--- src/rtl/oreg_snapshot_bank_if.sv ---
// ---------------------------------------------------------------------------
// oreg_snapshot_bank_if
// Bundles the sample input, control strobes and published snapshot of
// oreg_snapshot_bank.
//   data_i    : N_CH*WIDTH  coherent multi-channel sample, channel k at [k*WIDTH +: WIDTH]
//   valid_i   : 1           data_i holds a sample this cycle
//   clear_i   : 1           discard partial average and overrun count
//   ack_i     : 1           consumer has read oreg_o
//   oreg_o    : N_CH*WIDTH  published snapshot (same packing as data_i)
//   ready_o   : 1           unacknowledged snapshot present
//   seq_o     : 16          publish sequence number
//   overrun_o : 16          dropped snapshot count (saturating)
// master = producer/consumer side, slave = the snapshot bank.
// ---------------------------------------------------------------------------
interface oreg_snapshot_bank_if #(
  parameter int N_CH  = 3,
  parameter int WIDTH = 32
);
  logic [N_CH*WIDTH-1:0] data_i;
  logic                  valid_i;
  logic                  clear_i;
  logic                  ack_i;
  logic [N_CH*WIDTH-1:0] oreg_o;
  logic                  ready_o;
  logic [15:0]           seq_o;
  logic [15:0]           overrun_o;

  modport master (
    output data_i, valid_i, clear_i, ack_i,
    input  oreg_o, ready_o, seq_o, overrun_o
  );

  modport slave (
    input  data_i, valid_i, clear_i, ack_i,
    output oreg_o, ready_o, seq_o, overrun_o
  );
endinterface

--- src/rtl/oreg_snapshot_bank.sv ---
// ---------------------------------------------------------------------------
// oreg_snapshot_bank
// Averages blocks of 2^AVG_LOG2 coherent multi-channel samples and publishes
// each block result as a snapshot register with a ready/ack handshake.
// A completed block that arrives while an unacknowledged snapshot is held is
// dropped and counted in overrun_o.
// Ports:
//   clk    : clock, rising edge
//   rst_ni : asynchronous active-low reset
//   bus    : oreg_snapshot_bank_if.slave (data_i/valid_i/clear_i/ack_i in,
//            oreg_o/ready_o/seq_o/overrun_o out)
// Parameters: N_CH channels, WIDTH bits each, AVG_LOG2 block size exponent,
//             SIGNED selects two's-complement (1) or unsigned (0) arithmetic.
// ---------------------------------------------------------------------------
module oreg_snapshot_bank #(
  parameter int N_CH     = 3,
  parameter int WIDTH    = 32,
  parameter int AVG_LOG2 = 0,
  parameter int SIGNED   = 1
) (
  input logic                 clk,
  input logic                 rst_ni,
  oreg_snapshot_bank_if.slave bus
);

  // Accumulator must hold 2^AVG_LOG2 samples without overflow.
  localparam int AW = WIDTH + AVG_LOG2;

  typedef enum logic {
    EMPTY = 1'b0,
    HELD  = 1'b1
  } state_t;

  state_t                state_reg, state_next;
  logic                  ready;
  logic                  accept;     // sample taken into the average
  logic                  block_end;  // current sample is the last of its block
  logic                  complete;
  logic                  publish;
  logic                  drop;
  logic [N_CH*WIDTH-1:0] result;
  logic [N_CH*WIDTH-1:0] oreg_reg;
  logic [15:0]           seq_reg;
  logic [15:0]           overrun_reg;

  // clear_i wins over a coincident valid_i: that sample is discarded.
  assign accept   = bus.valid_i && !bus.clear_i;
  assign complete = accept && block_end;
  assign publish  = complete && ((state_reg == EMPTY) || bus.ack_i);
  assign drop     = complete && (state_reg == HELD) && !bus.ack_i;

  // -------------------------------------------------------------------------
  // Sample counter: only exists when blocks are longer than one sample.
  // It wraps naturally from all-ones to zero on the closing sample.
  // -------------------------------------------------------------------------
  generate
    if (AVG_LOG2 == 0) begin : g_nocnt
      assign block_end = 1'b1;
    end else begin : g_cnt
      logic [AVG_LOG2-1:0] cnt_reg;

      always_ff @(posedge clk or negedge rst_ni) begin
        if (!rst_ni) begin
          cnt_reg <= '0;
        end else if (bus.clear_i) begin
          cnt_reg <= '0;
        end else if (bus.valid_i) begin
          cnt_reg <= cnt_reg + 1'b1;
        end
      end

      assign block_end = (cnt_reg == {AVG_LOG2{1'b1}});
    end
  endgenerate

  // -------------------------------------------------------------------------
  // Per-channel accumulate and block result.
  // The result is formed from acc + current sample so the closing sample is
  // included without an extra cycle; the accumulator then restarts at 0.
  // -------------------------------------------------------------------------
  generate
    for (genvar gi = 0; gi < N_CH; gi++) begin : g_ch
      logic [WIDTH-1:0] sample;
      logic [AW-1:0]    ext;
      logic [AW-1:0]    sum;
      logic [AW-1:0]    acc_reg;

      assign sample = bus.data_i[gi*WIDTH +: WIDTH];

      if (SIGNED != 0) begin : g_signed
        assign ext = AW'($signed(sample));
        assign result[gi*WIDTH +: WIDTH] = WIDTH'($signed(sum) >>> AVG_LOG2);
      end else begin : g_unsigned
        assign ext = AW'(sample);
        assign result[gi*WIDTH +: WIDTH] = WIDTH'(sum >> AVG_LOG2);
      end

      assign sum = acc_reg + ext;

      always_ff @(posedge clk or negedge rst_ni) begin
        if (!rst_ni) begin
          acc_reg <= '0;
        end else if (bus.clear_i) begin
          acc_reg <= '0;
        end else if (bus.valid_i) begin
          acc_reg <= complete ? '0 : sum;
        end
      end
    end
  endgenerate

  // -------------------------------------------------------------------------
  // Snapshot register, sequence number and overrun counter.
  // clear_i touches only the overrun counter here; the held snapshot stays.
  // -------------------------------------------------------------------------
  always_ff @(posedge clk or negedge rst_ni) begin
    if (!rst_ni) begin
      oreg_reg <= '0;
      seq_reg  <= '0;
    end else if (publish) begin
      oreg_reg <= result;
      seq_reg  <= seq_reg + 16'd1;
    end
  end

  always_ff @(posedge clk or negedge rst_ni) begin
    if (!rst_ni) begin
      overrun_reg <= '0;
    end else if (bus.clear_i) begin
      overrun_reg <= '0;
    end else if (drop && (overrun_reg != 16'hFFFF)) begin
      overrun_reg <= overrun_reg + 16'd1;
    end
  end

  // -------------------------------------------------------------------------
  // Handshake FSM: EMPTY (nothing to read) / HELD (snapshot awaiting ack).
  // -------------------------------------------------------------------------
  always_ff @(posedge clk or negedge rst_ni) begin
    if (!rst_ni) begin
      state_reg <= EMPTY;
    end else begin
      state_reg <= state_next;
    end
  end

  always_comb begin
    state_next = state_reg;
    case (state_reg)
      EMPTY: begin
        if (publish) state_next = HELD;
      end
      HELD: begin
        // publish with ack keeps HELD; ack alone releases the snapshot
        if (!publish && bus.ack_i) state_next = EMPTY;
      end
      default: state_next = EMPTY;
    endcase
  end

  always_comb begin
    ready = (state_reg == HELD);
  end

  assign bus.oreg_o    = oreg_reg;
  assign bus.ready_o   = ready;
  assign bus.seq_o     = seq_reg;
  assign bus.overrun_o = overrun_reg;

endmodule
--- src/flat_wrapper.sv ---
// flat-port wrapper written by rule: the top's interface ports become plain ports
module oreg_snapshot_bank_flat 
#(
  parameter int N_CH     = 3,
  parameter int WIDTH    = 32,
  parameter int AVG_LOG2 = 0,
  parameter int SIGNED   = 1
)
  (clk, rst_ni, bus_data_i, bus_valid_i, bus_clear_i, bus_ack_i, bus_oreg_o, bus_ready_o, bus_seq_o, bus_overrun_o);
  oreg_snapshot_bank_if #(.N_CH(N_CH), .WIDTH(WIDTH)) bus_i ();
  input logic clk;
  input logic rst_ni;
  input wire logic [$bits(bus_i.data_i)-1:0] bus_data_i;
  input wire logic [$bits(bus_i.valid_i)-1:0] bus_valid_i;
  input wire logic [$bits(bus_i.clear_i)-1:0] bus_clear_i;
  input wire logic [$bits(bus_i.ack_i)-1:0] bus_ack_i;
  output wire logic [$bits(bus_i.oreg_o)-1:0] bus_oreg_o;
  output wire logic [$bits(bus_i.ready_o)-1:0] bus_ready_o;
  output wire logic [$bits(bus_i.seq_o)-1:0] bus_seq_o;
  output wire logic [$bits(bus_i.overrun_o)-1:0] bus_overrun_o;
  assign bus_i.data_i = bus_data_i;
  assign bus_i.valid_i = bus_valid_i;
  assign bus_i.clear_i = bus_clear_i;
  assign bus_i.ack_i = bus_ack_i;
  assign bus_oreg_o = bus_i.oreg_o;
  assign bus_ready_o = bus_i.ready_o;
  assign bus_seq_o = bus_i.seq_o;
  assign bus_overrun_o = bus_i.overrun_o;
  oreg_snapshot_bank #(.N_CH(N_CH), .WIDTH(WIDTH), .AVG_LOG2(AVG_LOG2), .SIGNED(SIGNED)) u_core (.clk(clk), .rst_ni(rst_ni), .bus(bus_i));
endmodule
--- config.mk ---
export PLATFORM = sky130hd
export DESIGN_NAME = oreg_snapshot_bank_flat
export DESIGN_NICKNAME = d
export VERILOG_FILES = /design/src/rtl/oreg_snapshot_bank_if.sv /design/src/rtl/oreg_snapshot_bank.sv /design/src/flat_wrapper.sv
export SDC_FILE = /design/constraint.sdc
export NUM_CORES = 1
export LEC_CHECK = 0
export ABC_AREA = 1
export CAP_MARGIN = 20
export CORE_MARGIN = 4
export CORE_UTILIZATION = 50
export DETAILED_ROUTE_END_ITERATION = 10
export HOLD_SLACK_MARGIN = 0.03
export PLACE_DENSITY_LB_ADDON = 0.08
export SLEW_MARGIN = 5
export SYNTH_ARGS = -nofsm -noshare
export SYNTH_HDL_FRONTEND = slang
export SYNTH_SLANG_ARGS = --single-unit
--- constraint.sdc ---
create_clock -name clk -period 1.9 [get_ports clk]
set_clock_uncertainty 0.2 [all_clocks]
set_input_delay 0.475 -clock clk [delete_from_list [all_inputs] [get_ports clk]]
set_output_delay 0.475 -clock clk [all_outputs]
set_load 0.03 [all_outputs]
==> out/metrics.cfg <==
[sta]
timing.final.ws_setup_ps = -215
worst_slew_pin_slew_ps = 446
fin_crit_sh_pct = 111
fin_crit_ps = 2110
hold_violations = 0
slew_violations = 0
rsz0062_at_grt = true
setup_violations = 64
finalSetupTns_ps = -6720
whs_ps = 230
relSlewSlack_pct = 70.3
clock.fmax_ghz = 0.473

[layout]
n_fill_cell = 2077
antennaDiodeCount = 0
layout.nets = 2980
drive_above_1_share_pct = 34.4
fin_util_pct = 79.0
syn2layout_area_growth_pct = 54.6
design_area_mm2 = 0.0236

[clock_network]
clkTransAtPathRegs_ps = 60
numCtsBuffers = 27
clockRootBuffer = clkbuf_16
clock_sinks = 225
cts_tree = done
clk_path_buf_depth = 3
clk_latency_ps = 550
cts_htree_levels = 1

[route]
detail-route-antenna-nets = 0
routed_via_density = 5.16
drc = 0
wl_per_cell_um = 16.9
drtIter0Drc = 1164
wirelength_um = 53800
drt_first_pass_iters = 5
via_count = 16500

[yosys]
synth_area_leaders = dfrtp_1 37%, nand2_1 21%, inv_1 11%
netlist-cell-type-count = 38
synth-simple-area-share_pct = 34.5
async_flop_share_pct = 100
synth-edff-count = 0
synth_top_area_share_pct = 36.9
synthMuxAreaShare_pct = 0
synth-compound-area-share_pct = 4.66
netlist.top_cell.by_area = dfrtp_1
synth.most_common_cell = nand2_1
post_synth.cell_area_avg_um2 = 6.64
synth_flop_cell = dfrtp_1
ys_ff_latch = 225
yosys-top-cells-count = 859 x nand2_1, 440 x inv_1, 226 x nor2_1
synth_fa_ha_area_share_pct = 8.18
ys_warn_count = 0
synthCells = 2298
synth_xor_area_share_pct = 3.78
synthesis.area_mm2 = 0.0153
synth_top_family_by_area = simple AND/OR/NAND/NOR gates
synth_nets = 2497
yosysSeqAreaShare_pct = 36.9

[floorplanning]
die_w_um = 183
core-area_mm2 = 0.0299
fp.dieH_um = 183
num_io_pins = 230
die-area_mm2 = 0.0334
core.rowCount = 63
start_util_pct = 51.1

[setup_path]
required_ps = 2140
start_kind = register
crit_type = reg -> reg
end_kind = register
worstPathArrival_ps = 2350
crit_fanout = 3

[global_routing]
globalRoute.totalOverflow = 0
grt_max_degree = 44
grt_pass1_vias = 16000
met1_usage_pct = 35.3
use_met3_pct = 4.52
grt_usage_pct = 28.9
grt_pass1_wl_um = 79400
grtUsageMet2_pct = 51.7
top_usage_layer = met2
antenna_found_initial = 0

[place]
io_buffers = 229
gp_congestion = 0.981
dpl_cell_area_mm2 = 0.0197
hpwl_um = 36500

[outcome]
violations = negative setup slack
status = finished with violations

[power_and_ir_drop]
total_power_w = 0.0149
irDropWorstVdd_mv = 0.743
power_leakage_nw = 12.6
p_per_area_mw_per_mm2 = 629

[flow_run]
drv_cap = 0

[hold_path]
hp-class = in -> async

[cell usage in the layout (no fill, tap or decap), types with 36 or more instances in the layout]
master,n
nand2_4,50
inv_1,408
ha_4,85
nand3_1,69
dfrtp_1,218
nand2_1,663
nor2_1,172
clkdlybuf4s50_1,66
a21oi_1,39
nand2_2,149
buf_2,102
o21ai_1,36
buf_4,232
nand3_2,45
[critical path, stage by stage (launching register included)]
cell     delay [ps]
dfrtp_1         420
ha_4            180
fa_2            390
buf_6           150
nand2_4          70
nand3_4          80
nand2_4          90
nand2_8          90
nand2_4         110
nand3_2          70
nand3_2          90
nand2_1          50
[timing repair]
action	CTS	global route
endpoints found under the setup margin	196	121
setup buffers	24	44
hold endpoints to repair	208	0
pin swaps	94	180
resized for setup	893	390
hold buffers	1	0
[logic make-up after synthesis]
kind of cell | Yosys count
buf+inv | 478
xor+xnor | 65
flops | 225
compound gates | 137
fa+ha+maj | 98
simple gates | 1295
[area by class of cell]
type,count,area (um2),area share (%)
sequential,225,5640,23.9
clock buffer,41,808,3.42
multi-input combinational,1595,10800,45.9
timing repair buffer,488,4010,17.0
inverter,444,1690,7.14
clock inverter,9,149,0.631
tap,390,488,2.07
[worst paths after layout]
check                                             end  depth (start not counted)  slack (ps)                      start
hold / removal               u_core.bus.overrun_o[14]                          2         230                     rst_ni
max in group asynchronous  u_core.g_ch[2].acc_reg[25]                          3         710                     rst_ni
min in group clk                u_core.bus.oreg_o[88]                          2         260      u_core.bus.oreg_o[88]
setup reg to reg                u_core.bus.oreg_o[30]                         11        -210  u_core.g_ch[0].acc_reg[0]
hold reg to reg                 u_core.bus.oreg_o[88]                          2         260      u_core.bus.oreg_o[88]
setup / recovery                u_core.bus.oreg_o[30]                         11        -210  u_core.g_ch[0].acc_reg[0]
[stage by stage]
stage	cells	setup slack, ps
after detailed placement	3084	-859
after CTS	3155	-190
after floorplan	2298	-109
final	3192	-215
after global routing	3192	-307
after global placement	3084	-847
[power breakdown]
part | leakage [nW] | internal, W | switching (W)
Clock | 0.474 | 0.00346 | 0.00212
Combinational | 9.13 | 0.00145 | 0.00226
Sequential | 2.97 | 0.00520 | 0.000362
Total | 12.6 | 0.0101 | 0.00475
[routing by layer]
layer,part of all wire (%),vias up
li1,-,7931
met1,39,7801
met2,50,565
met3,5.8,184
met4,4.9,0
met5,0,-
(Power assumes the default switching activity.)
